<file path="config.mk">
export PLATFORM = sky130hd
export DESIGN_NAME = sls_mem_sequencer
export DESIGN_NICKNAME = d
export VERILOG_FILES = /design/src/rtl/sls_pkg.sv /design/src/rtl/sls_decode.sv /design/src/rtl/sls_mem_sequencer.sv
export SDC_FILE = /design/constraint.sdc
export NUM_CORES = 1
export LEC_CHECK = 0
export ABC_AREA = 1
export CAP_MARGIN = 30
export CELL_PAD_IN_SITES_DETAIL_PLACEMENT = 0
export CELL_PAD_IN_SITES_GLOBAL_PLACEMENT = 2
export CORE_UTILIZATION = 22
export DETAILED_ROUTE_END_ITERATION = 10
export GPL_ROUTABILITY_DRIVEN = 0
export GPL_TIMING_DRIVEN = 0
export PLACE_DENSITY = 0.79
export REMOVE_ABC_BUFFERS = 1
export SLEW_MARGIN = 20
export SYNTH_ARGS = -nofsm -noshare
export SYNTH_HDL_FRONTEND = slang
export SYNTH_HIERARCHICAL = 1
export SYNTH_SLANG_ARGS = --single-unit
</file>
<file path="constraint.sdc">
create_clock -name CLK -period 2.26 [get_ports CLK]
set_clock_uncertainty 0.2 [all_clocks]
set_input_delay 0.226 -clock CLK [delete_from_list [all_inputs] [get_ports CLK]]
set_output_delay 0.226 -clock CLK [all_outputs]
set_load 0.01 [all_outputs]
</file>
<file path="src/rtl/sls_pkg.sv">
`default_nettype none
// ============================================================================
//  Module      : sls_pkg
//  Description : Shared definitions for the single load/store memory
//                sequencer: FSM state encoding, RAM data-size codes,
//                instruction-register field positions, the decoded-settings
//                record and an alignment helper.
//  Revision    : 1.0 - initial release
// ============================================================================
package sls_pkg;

    // FSM state encoding
    typedef logic [2:0] state_t;
    localparam state_t ST_IDLE  = 3'd0;
    localparam state_t ST_ISSUE = 3'd1;
    localparam state_t ST_WAIT  = 3'd2;
    localparam state_t ST_GAP   = 3'd3;
    localparam state_t ST_DONES = 3'd4;
    localparam state_t ST_ERRS  = 3'd5;

    // RAM data-size codes
    localparam logic [1:0] DS_BYTE = 2'b00;
    localparam logic [1:0] DS_HALF = 2'b01;
    localparam logic [1:0] DS_WORD = 2'b10;

    // Instruction-register bit positions
    localparam int IR_L = 20;   // load / store
    localparam int IR_B = 22;   // byte (mode 2)
    localparam int IR_S = 6;    // signed (mode 3)
    localparam int IR_H = 5;    // halfword (mode 3)

    // Decoded RAM settings for one request
    typedef struct packed {
        logic       rw;         // 1 = read
        logic       se;         // sign-extend read data
        logic [1:0] ds;         // data size
        logic       dbl;        // doubleword: two word beats
        logic       illegal;    // not a recognised load/store
    } dec_t;

    // Word and doubleword need a 4-byte aligned address, halfword 2-byte.
    function automatic logic misaligned(input logic [1:0] ds,
                                        input logic       dbl,
                                        input logic [1:0] lsb);
        logic bad;
        bad = 1'b0;
        if (dbl || (ds == DS_WORD)) begin
            bad = (lsb != 2'b00);
        end else if (ds == DS_HALF) begin
            bad = lsb[0];
        end
        return bad;
    endfunction

endpackage
`default_nettype wire

</file>
<file path="src/rtl/sls_decode.sv">
`default_nettype none
// ============================================================================
//  Module      : sls_decode
//  Description : Combinational decode of IR[27:0] into RAM settings for
//                addressing mode 2 (word/byte) and mode 3 (halfword, signed,
//                doubleword) loads and stores.
//  Ports       : ir   in  28      instruction register bits 27..0
//                dec  out dec_t   {rw, se, ds, dbl, illegal}
//  Revision    : 1.0 - initial release
// ============================================================================
module sls_decode
    import sls_pkg::*;
(
    input  logic [27:0] ir,
    output dec_t        dec
);

    // Bits outside the opcode/L/B/S/H fields do not influence the RAM settings.
    logic unused_ir_bits;
    assign unused_ir_bits = ^{ir[24:23], ir[21], ir[19:8], ir[3:0]};

    always_comb begin
        dec         = '0;
        dec.illegal = 1'b1;
        if (ir[27:26] == 2'b01) begin
            // Mode 2: word or unsigned byte
            dec.illegal = 1'b0;
            dec.rw      = ir[IR_L];
            dec.ds      = ir[IR_B] ? DS_BYTE : DS_WORD;
        end else if ((ir[27:25] == 3'b000) && ir[7] && ir[4]) begin
            // Mode 3: selected by {L, S, H}
            case ({ir[IR_L], ir[IR_S], ir[IR_H]})
                3'b101: begin   // LDRH
                    dec.illegal = 1'b0;
                    dec.rw      = 1'b1;
                    dec.ds      = DS_HALF;
                end
                3'b110: begin   // LDRSB
                    dec.illegal = 1'b0;
                    dec.rw      = 1'b1;
                    dec.se      = 1'b1;
                    dec.ds      = DS_BYTE;
                end
                3'b111: begin   // LDRSH
                    dec.illegal = 1'b0;
                    dec.rw      = 1'b1;
                    dec.se      = 1'b1;
                    dec.ds      = DS_HALF;
                end
                3'b001: begin   // STRH
                    dec.illegal = 1'b0;
                    dec.ds      = DS_HALF;
                end
                3'b010: begin   // LDRD
                    dec.illegal = 1'b0;
                    dec.rw      = 1'b1;
                    dec.ds      = DS_WORD;
                    dec.dbl     = 1'b1;
                end
                3'b011: begin   // STRD
                    dec.illegal = 1'b0;
                    dec.ds      = DS_WORD;
                    dec.dbl     = 1'b1;
                end
                default: dec.illegal = 1'b1;
            endcase
        end
    end

endmodule
`default_nettype wire

</file>
<file path="src/rtl/sls_mem_sequencer.sv">
`default_nettype none
// ============================================================================
//  Module      : sls_mem_sequencer
//  Description : Sequences single load/store RAM accesses (addressing modes
//                2 and 3). Latches decoded settings and address on START,
//                drives the RAM MOV/MFC handshake and splits doubleword
//                transfers into two word beats.
//  Config      : SLS_TIMEOUT_EN - when defined, a WAIT watchdog aborts the
//                access with ERR after TIMEOUT_CYCLES cycles without MFC.
//  Ports       : CLK       in   1       clock, rising edge
//                RESET     in   1       asynchronous active-high reset
//                START     in   1       request pulse, honoured in IDLE only
//                IR        in   32      instruction register
//                ADDR_IN   in   ADDR_W  effective address, sampled with START
//                RAM_MFC   in   1       memory function complete
//                RAM_MOV   out  1       memory operation valid
//                RAM_RW    out  1       1 = read, 0 = write
//                RAM_SE    out  1       sign-extend read data
//                RAM_DS    out  2       00 byte, 01 half, 10 word
//                RAM_ADDR  out  ADDR_W  current beat address
//                BEAT      out  1       second word of a doubleword
//                BUSY      out  1       not IDLE
//                DONE      out  1       completion pulse
//                ERR       out  1       illegal/misaligned/timeout pulse
//  Revision    : 1.0 - initial release
// ============================================================================
module sls_mem_sequencer
    import sls_pkg::*;
#(
    parameter int ADDR_W         = 32,
    parameter int TIMEOUT_CYCLES = 15
) (
    input  logic              CLK,
    input  logic              RESET,
    input  logic              START,
    input  logic [31:0]       IR,
    input  logic [ADDR_W-1:0] ADDR_IN,
    input  logic              RAM_MFC,
    output logic              RAM_MOV,
    output logic              RAM_RW,
    output logic              RAM_SE,
    output logic [1:0]        RAM_DS,
    output logic [ADDR_W-1:0] RAM_ADDR,
    output logic              BEAT,
    output logic              BUSY,
    output logic              DONE,
    output logic              ERR
);

    state_t            state;
    state_t            next_state;
    dec_t              dec;
    logic              bad_request;
    logic              timeout;

    logic              rw_lat;
    logic              se_lat;
    logic [1:0]        ds_lat;
    logic              dbl_lat;
    logic [ADDR_W-1:0] addr_lat;
    logic              beat_lat;

    // Condition field has no bearing on the RAM settings.
    logic unused_ir_cond;
    assign unused_ir_cond = ^IR[31:28];

    sls_decode u_decode (
        .ir  (IR[27:0]),
        .dec (dec)
    );

    assign bad_request = dec.illegal | misaligned(dec.ds, dec.dbl, ADDR_IN[1:0]);

`ifdef SLS_TIMEOUT_EN
    localparam int CNT_W = $clog2(TIMEOUT_CYCLES + 1);

    logic [CNT_W-1:0] wait_cnt;

    // Counts completed WAIT cycles; ISSUE always precedes WAIT so clearing
    // there restarts the count for every beat.
    always_ff @(posedge CLK or posedge RESET) begin
        if (RESET) begin
            wait_cnt <= '0;
        end else if (state == ST_ISSUE) begin
            wait_cnt <= '0;
        end else if (state == ST_WAIT) begin
            wait_cnt <= wait_cnt + CNT_W'(1);
        end
    end

    // High during the last allowed WAIT cycle; MFC in that cycle still wins.
    assign timeout = (wait_cnt == CNT_W'(TIMEOUT_CYCLES - 1));
`else
    // Watchdog absent: never times out (parameter kept referenced).
    assign timeout = (TIMEOUT_CYCLES < 0);
`endif

    // ------------------------------------------------------------------
    // State register and latched settings
    // ------------------------------------------------------------------
    always_ff @(posedge CLK or posedge RESET) begin
        if (RESET) begin
            state    <= ST_IDLE;
            rw_lat   <= 1'b0;
            se_lat   <= 1'b0;
            ds_lat   <= DS_BYTE;
            dbl_lat  <= 1'b0;
            addr_lat <= '0;
            beat_lat <= 1'b0;
        end else begin
            state <= next_state;
            if ((state == ST_IDLE) && START) begin
                rw_lat   <= dec.rw;
                se_lat   <= dec.se;
                ds_lat   <= dec.ds;
                dbl_lat  <= dec.dbl;
                addr_lat <= ADDR_IN;
                beat_lat <= 1'b0;
            end else if (state == ST_GAP) begin
                beat_lat <= 1'b1;
                addr_lat <= addr_lat + ADDR_W'(4);
            end
        end
    end

    // ------------------------------------------------------------------
    // Next-state logic
    // ------------------------------------------------------------------
    always_comb begin
        next_state = state;
        case (state)
            ST_IDLE: begin
                if (START) begin
                    next_state = bad_request ? ST_ERRS : ST_ISSUE;
                end
            end
            ST_ISSUE: next_state = ST_WAIT;
            ST_WAIT: begin
                if (RAM_MFC) begin
                    next_state = (dbl_lat && !beat_lat) ? ST_GAP : ST_DONES;
                end else if (timeout) begin
                    next_state = ST_ERRS;
                end
            end
            ST_GAP:   next_state = ST_ISSUE;
            ST_DONES: next_state = ST_IDLE;
            ST_ERRS:  next_state = ST_IDLE;
            default:  next_state = ST_IDLE;
        endcase
    end

    // ------------------------------------------------------------------
    // Output logic
    // ------------------------------------------------------------------
    always_comb begin
        RAM_MOV = 1'b0;
        DONE    = 1'b0;
        ERR     = 1'b0;
        BUSY    = (state != ST_IDLE);
        case (state)
            ST_ISSUE, ST_WAIT: RAM_MOV = 1'b1;
            ST_DONES:          DONE    = 1'b1;
            ST_ERRS:           ERR     = 1'b1;
            default:           RAM_MOV = 1'b0;
        endcase
    end

    assign RAM_RW   = rw_lat;
    assign RAM_SE   = se_lat;
    assign RAM_DS   = ds_lat;
    assign RAM_ADDR = addr_lat;
    assign BEAT     = beat_lat;

endmodule
`default_nettype wire

</file>
* Word-level counts from Yosys, hierarchy flattened
Cells that the tools add are included.
** Storage, ports and cells
- Input bits :: 68
- Register bits :: 41
- Output and inout bits :: 41
- Logic and storage cells :: 69
** Operators by class
- Bitwise gates (word level) :: 1
- Multiplexer cells :: 26
- Reductions and logical operators :: 18
- Add/subtract/negate cells :: 1
- Equality and inequality tests :: 16
** Operator list (count)
- 32-bit 2-to-1 mux :: 2
- 32-bit by 3-bit adder with 32-bit output, second input constant :: 1
- 3-bit equality test, second input constant :: 5
- 1-bit 2-to-1 mux :: 15
- 3-bit by 2-bit equality test with 1-bit output, second input constant :: 4
- 3-bit 2-to-1 mux :: 4
- 3-bit one-hot mux with 4 select lines :: 1
- 3-bit by 1-bit equality test with 1-bit output, second input constant :: 2
- 3-bit logical NOT :: 2
- 6-bit 2-to-1 mux :: 1
- 2-bit OR reduction :: 3
- 6-bit OR reduction :: 1
- 2-bit by 1-bit equality test with 1-bit output, second input constant :: 2
- 1-bit logical AND :: 4
- 2-bit 2-to-1 mux :: 2
- 2-bit != test, second input constant :: 2
- 2-bit one-hot mux with 2 select lines :: 1
- 2-bit nonzero test :: 2
- 4-bit OR reduction :: 1
- 3-bit nonzero test :: 1
- 3-bit OR reduction :: 1
- 2-bit equality test, second input constant :: 1
- 2-bit AND reduction :: 1
- 1-bit logical NOT :: 1
- 2 further kinds :: 2

* Longest topological paths before layout
- Depth after elaboration :: 12
- Depth in mapped cells :: 11

* Hierarchy
Netlist, hierarchy kept.
** Modules (own cells, without submodules)
- sls_mem_sequencer :: instances 1, area each 2782.7 um^2, cells an instance 443
- sls_decode :: instances 1, area each 126.4 um^2, cells an instance 32

* Worst setup path before layout
Ideal clock, no wire load.
- Kind :: register -> register
- Start point :: register addr_lat[2] (netlist: RAM_ADDR[2])
- End point :: register addr_lat[24] (netlist: RAM_ADDR[24])
- Library setup time :: 116 ps
- Slack :: 517 ps
- Cell stages (with the launch flop) :: 11
- Arrival time :: 1426 ps
- Clock period less this slack :: 1743 ps
- Data required time :: 1944 ps
- Path buffers :: 0
- Path through :: dfrtp_1 ha_1 nand2_1 nor2_2 nand2_1 nor2_2 nand2_1 nand2_1 nand3_1 nand2_1 nand2_1
** Between the ends
- Longest elaborated chain between the ends :: 3
** Ends and longest elaborated chain
- from (decl) :: RTL line sls_mem_sequencer.sv:60 : logic [ADDR_W-1:0] addr_lat;
- from (signal assigned) :: RTL line sls_mem_sequencer.sv:121 : addr_lat <= addr_lat + ADDR_W'(4);
- 32-bit by 3-bit adder with 32-bit output :: RTL line sls_mem_sequencer.sv:121
- 32-bit 2-to-1 mux :: RTL line sls_mem_sequencer.sv:119 : end else if (state == ST_GAP) begin
- 32-bit 2-to-1 mux :: RTL line sls_mem_sequencer.sv:112 : if ((state == ST_IDLE) && START) begin
No other way between the ends. The select of a mux whose other input is x is not followed.
A chain may end at the register's enable or synchronous reset.

* Worst setup path after layout
- Start point :: register state[0]
- End point :: register addr_lat[2] (netlist: RAM_ADDR[2])
** Between the ends
- Longest elaborated chain between the ends :: 3
** Ends and longest elaborated chain
- from (decl) :: RTL line sls_mem_sequencer.sv:50 : state_t state;
- from (signal assigned) :: RTL line sls_mem_sequencer.sv:111 : state <= next_state;
- 3-bit logical NOT :: RTL line sls_mem_sequencer.sv:112
- 1-bit logical AND :: RTL line sls_mem_sequencer.sv:112
- 32-bit 2-to-1 mux or 2-bit nonzero test (tied branches)
Several ways; a longest one is shown, not always the timed one.

==> run summary <==
The detailed router placed 3089 vias in this run. For the number of distinct library cells after synthesis, the log shows 34. The clock slew seen by the registers of the worst setup and hold paths is 0.07 ns. Post-CTS timing repair inserted 0 buffers for setup.

The number of search-and-repair iterations in the first detailed-routing pass is 4, and the via count of the first global-routing pass is 3113. The final hold violation count was 0; the synthesized area per cell was 6.12 sq um. The initial antenna violation count was 0; the number of buffer cells added on primary ports was 85.

Static timing analysis puts the maximum clock frequency at 486 MHz. The kind of end point of the critical path is a flip-flop. The clock net sink count is 41.

The worst register-to-register path has a setup slack of 0.20 ns. The die extent in y was 117 um; the post-synthesis instance area was 2910 sq um. The worst register-to-register path begins at state[0]$_DFFE_PP0P_. By count the netlist is led by 191 x sky130_fd_sc_hd__nand2_1, 60 x sky130_fd_sc_hd__nor2_1, 56 x sky130_fd_sc_hd__inv_1, 41 x sky130_fd_sc_hd__dfrtp_1, 41 x sky130_fd_sc_hd__nand3_1. The clock reaches the later pin of the worst-skew pair after 0.29 ns.

Of all nets on the critical path, the largest fanout is 45. For this run, the leading register cell type out of synthesis is sky130_fd_sc_hd__dfrtp_1. By area the synthesized netlist is led by sky130_fd_sc_hd__dfrtp_1 35%, sky130_fd_sc_hd__nand2_1 25%, sky130_fd_sc_hd__nor2_1 7.7%, sky130_fd_sc_hd__inv_1 7.2%, sky130_fd_sc_hd__nand3_1 7.1%. In this run the cell area measured after placement is 3930 sq um. Final count of pins violating max slew: 0. The post-synthesis register bit count was 41; the starting density of the core was 22.8%. The first global-routing pass estimated 15600 um of wire. The area growth from synthesis to layout is 41.5%. CTS built an H-tree with a depth of 2.

The synthesized design contains 0 enable-type register cells. For the worst slew slack as a fraction of its limit, the log shows 40.0%. The minimum setup slack in the final design is 0.203 ns.

The flow ran to the end, and the final reports show no timing, DRC or antenna violations. Entering global routing, the biggest net connects 46 pins. Detailed placement ended at an HPWL of 6980 um. The fraction of post-synthesis cell area in the top cell type by area came out at 35.3%.

The buffer cell driving the clock tree root is sky130_fd_sc_hd__clkbuf_16. The logs give 721 for the cell count after placement and 9600 um for the routed wire length. The routed metal-1 wirelength is 4500 um. In this run the power density over the cells is 1140 nW/um^2. The cell count after synthesis came out at 475. Global routing used 15.1% of the available tracks across all layers. Dividing the detail-routed via count by the number of cells gives 4.24. After the first detailed-routing iteration, the DRC count stood at 166. In the detailed route, the total length drawn on met2 is 4510 um.

In this run the standard cell core region covers 12800 sq um. The worst-case IR drop observed on VDD is 0.481 mV. In this run the deepest clock path goes through 2 buffers. The endpoint identified for the worst register-to-register timing path is RAM_ADDR[2]$_DFFE_PP0P_.

Detailed routing placed a total of 510 um of wire on met3. The share of the Yosys chip area taken by registers is 35.3%. The worst setup path is launched from a flip-flop. Once detail routing completed, the nets flagged for antenna violations numbered 0. The chip width is 117 um. For this run the aggregate overflow at the end of global routing stands at 0. In the routed design, unresolved DRC markers number 0. The run gives 0 as the final number of setup-violating endpoints. Number of placement rows: 41. The run gives 2.02 ns as the data arrival time of the critical path. The run gives 1.90 nW as the static leakage. The total chip power is 4.69 mW. The path depth of the worst reg2reg path was 8.

Largest area contributor in the synthesized netlist: sky130_fd_sc_hd__dfrtp_1. The worst setup path category was flip-flop to flip-flop. Setup repair after global routing could not meet its margin everywhere. Before CTS, the worst setup slack after placement is -0.309 ns.

The final-layout fill cell count was 1416. Of the cells placed in the final design, the portion with a size suffix greater than 1 is 4.85%. STA puts the critical path data required time at 2.22 ns. For this run, asynchronously set or reset flops after synthesis account for 100%. For the die outline area, the log shows 13700 sq um.

During synthesis, Yosys emitted a total of 6 warnings. The number of top-level design ports was 109. Signal routing reaches up to met4.

TritonCTS built the clock tree. Worst hold-check path type: input pin to async pin. The cell area after layout was 4120 sq um; the number of max-cap violations was 0.

At the end of the flow, the number of nets in the layout was 625. The cell with the most instances after synthesis is sky130_fd_sc_hd__nand2_1. Once layout is complete, the cells apart from fillers number 729. The number of antenna diodes in the final layout is 0. In the final routed layout, each cell accounts on average for 13.2 um.

The slew at the pin closest to its max-slew limit came out at 0.897 ns. The number of buffers inserted during clock tree synthesis came out at 5. The clock period minus final worst setup slack works out to 2.06 ns. Dividing the final minimum period by the clock period gives 91.0%.
==> cell usage in the layout, fill, tap and decap left out, drive strengths merged <==
cell type / count
nand3: 41
clkdlybuf4s50: 85
and2: 2
o221ai: 1
or2: 4
nand2: 195
o21ai: 23
clkinvlp: 1
a31oi: 1
dfrtp: 41
o21bai: 1
o22ai: 2
ha: 1
nand4: 1
clkinv: 1
clkbuf: 7
xor2: 1
o211ai: 3
o31ai: 1
nor4: 1
nor2: 65
a21oi: 7
buf: 1
and3: 1
nand3b: 5
a211oi: 1
nor3: 4
inv: 58
xnor2: 2
==> logic make-up after synthesis <==
family,synth area share [%]
AO/OA/AOI/OAI,7.66
XOR/XNOR,0.903
adder cells (fa/ha/maj),0.430
buffers and inverters,9.76
flip-flops,35.3
AND/OR/NAND/NOR,46.0
==> power by group <==
part,switching (mW),internal (mW),leakage [nW]
clock network,0.312,0.469,0.0799
logic,1.35,1.09,1.33
registers,0.429,1.04,0.494
==> worst max-delay path by stage <==
stage / start / end / slack [ns] / cells past startpoint
floorplan: state[0]$_DFFE_PP0P_ / RAM_ADDR[2]$_DFFE_PP0P_ / 0.44 / 8
global placement: START / RAM_ADDR[2]$_DFFE_PP0P_ / -0.27 / 6
detailed placement: START / RAM_ADDR[2]$_DFFE_PP0P_ / -0.31 / 6
CTS: state[0]$_DFFE_PP0P_ / RAM_ADDR[2]$_DFFE_PP0P_ / 0.15 / 8
global route: state[0]$_DFFE_PP0P_ / RAM_ADDR[10]$_DFFE_PP0P_ / -0.02 / 6
finish: state[0]$_DFFE_PP0P_ / RAM_ADDR[2]$_DFFE_PP0P_ / 0.20 / 8
==> registers in the layout (all words and copies together) (netlist names) <==
name	cells
RAM_DS	2
state	3
dbl_lat	1
RAM_ADDR	32
RAM_SE	1
RAM_RW	1
BEAT	1
==> per-layer routing <==
layer / global-route usage [%] / vias up
met3: 3.91 / 5
li1: - / 1635
met4: 3.46 / 0
met2: 26.2 / 59
met1: 18.7 / 1390
met5: 0 / -
==> critical path, cell delays in order (launching register included) <==
cell and delay (ns):
sky130_fd_sc_hd__dfrtp_1 0.43, sky130_fd_sc_hd__nor2_2 0.16, sky130_fd_sc_hd__nand2_4 0.09, sky130_fd_sc_hd__inv_2 0.11, sky130_fd_sc_hd__nand2_8 0.19, sky130_fd_sc_hd__nand2_4 0.31, sky130_fd_sc_hd__inv_2 0.23, sky130_fd_sc_hd__nand2_1 0.11
sky130_fd_sc_hd__o211ai_1 0.08
==> stage by stage <==
step / TNS (ns) / utilization, % / hold WS [ns]
2_1_floorplan: 0 / - / 0.143
3_3_place_gp: -13.34 / 30.6 / 0.253
3_5_place_dp: -4.27 / 30.8 / 0.261
4_1_cts: 0 / 32.2 / 0.0768
5_1_grt: -0.0161 / 32.2 / 0.102
6_report: 0 / 32.2 / 0.0599
==> area by class of cell <==
type	count	area, sq um	share of cell area [%]
inverter	59	225	5.47
clock buffer	7	153	3.71
clock inverter	1	5.00	0.122
tap	172	215	5.23
timing repair buffer	86	871	21.1
multi-input combinational	363	1620	39.4
sequential	41	1030	24.9
==> what timing repair did <==
action,4_1_cts,5_1_grt
gates cloned,0,0
endpoints found under the setup margin,18,2
resized for setup,4,1
hold buffers,0,0
Note: power is estimated with default switching activity, not from simulation.
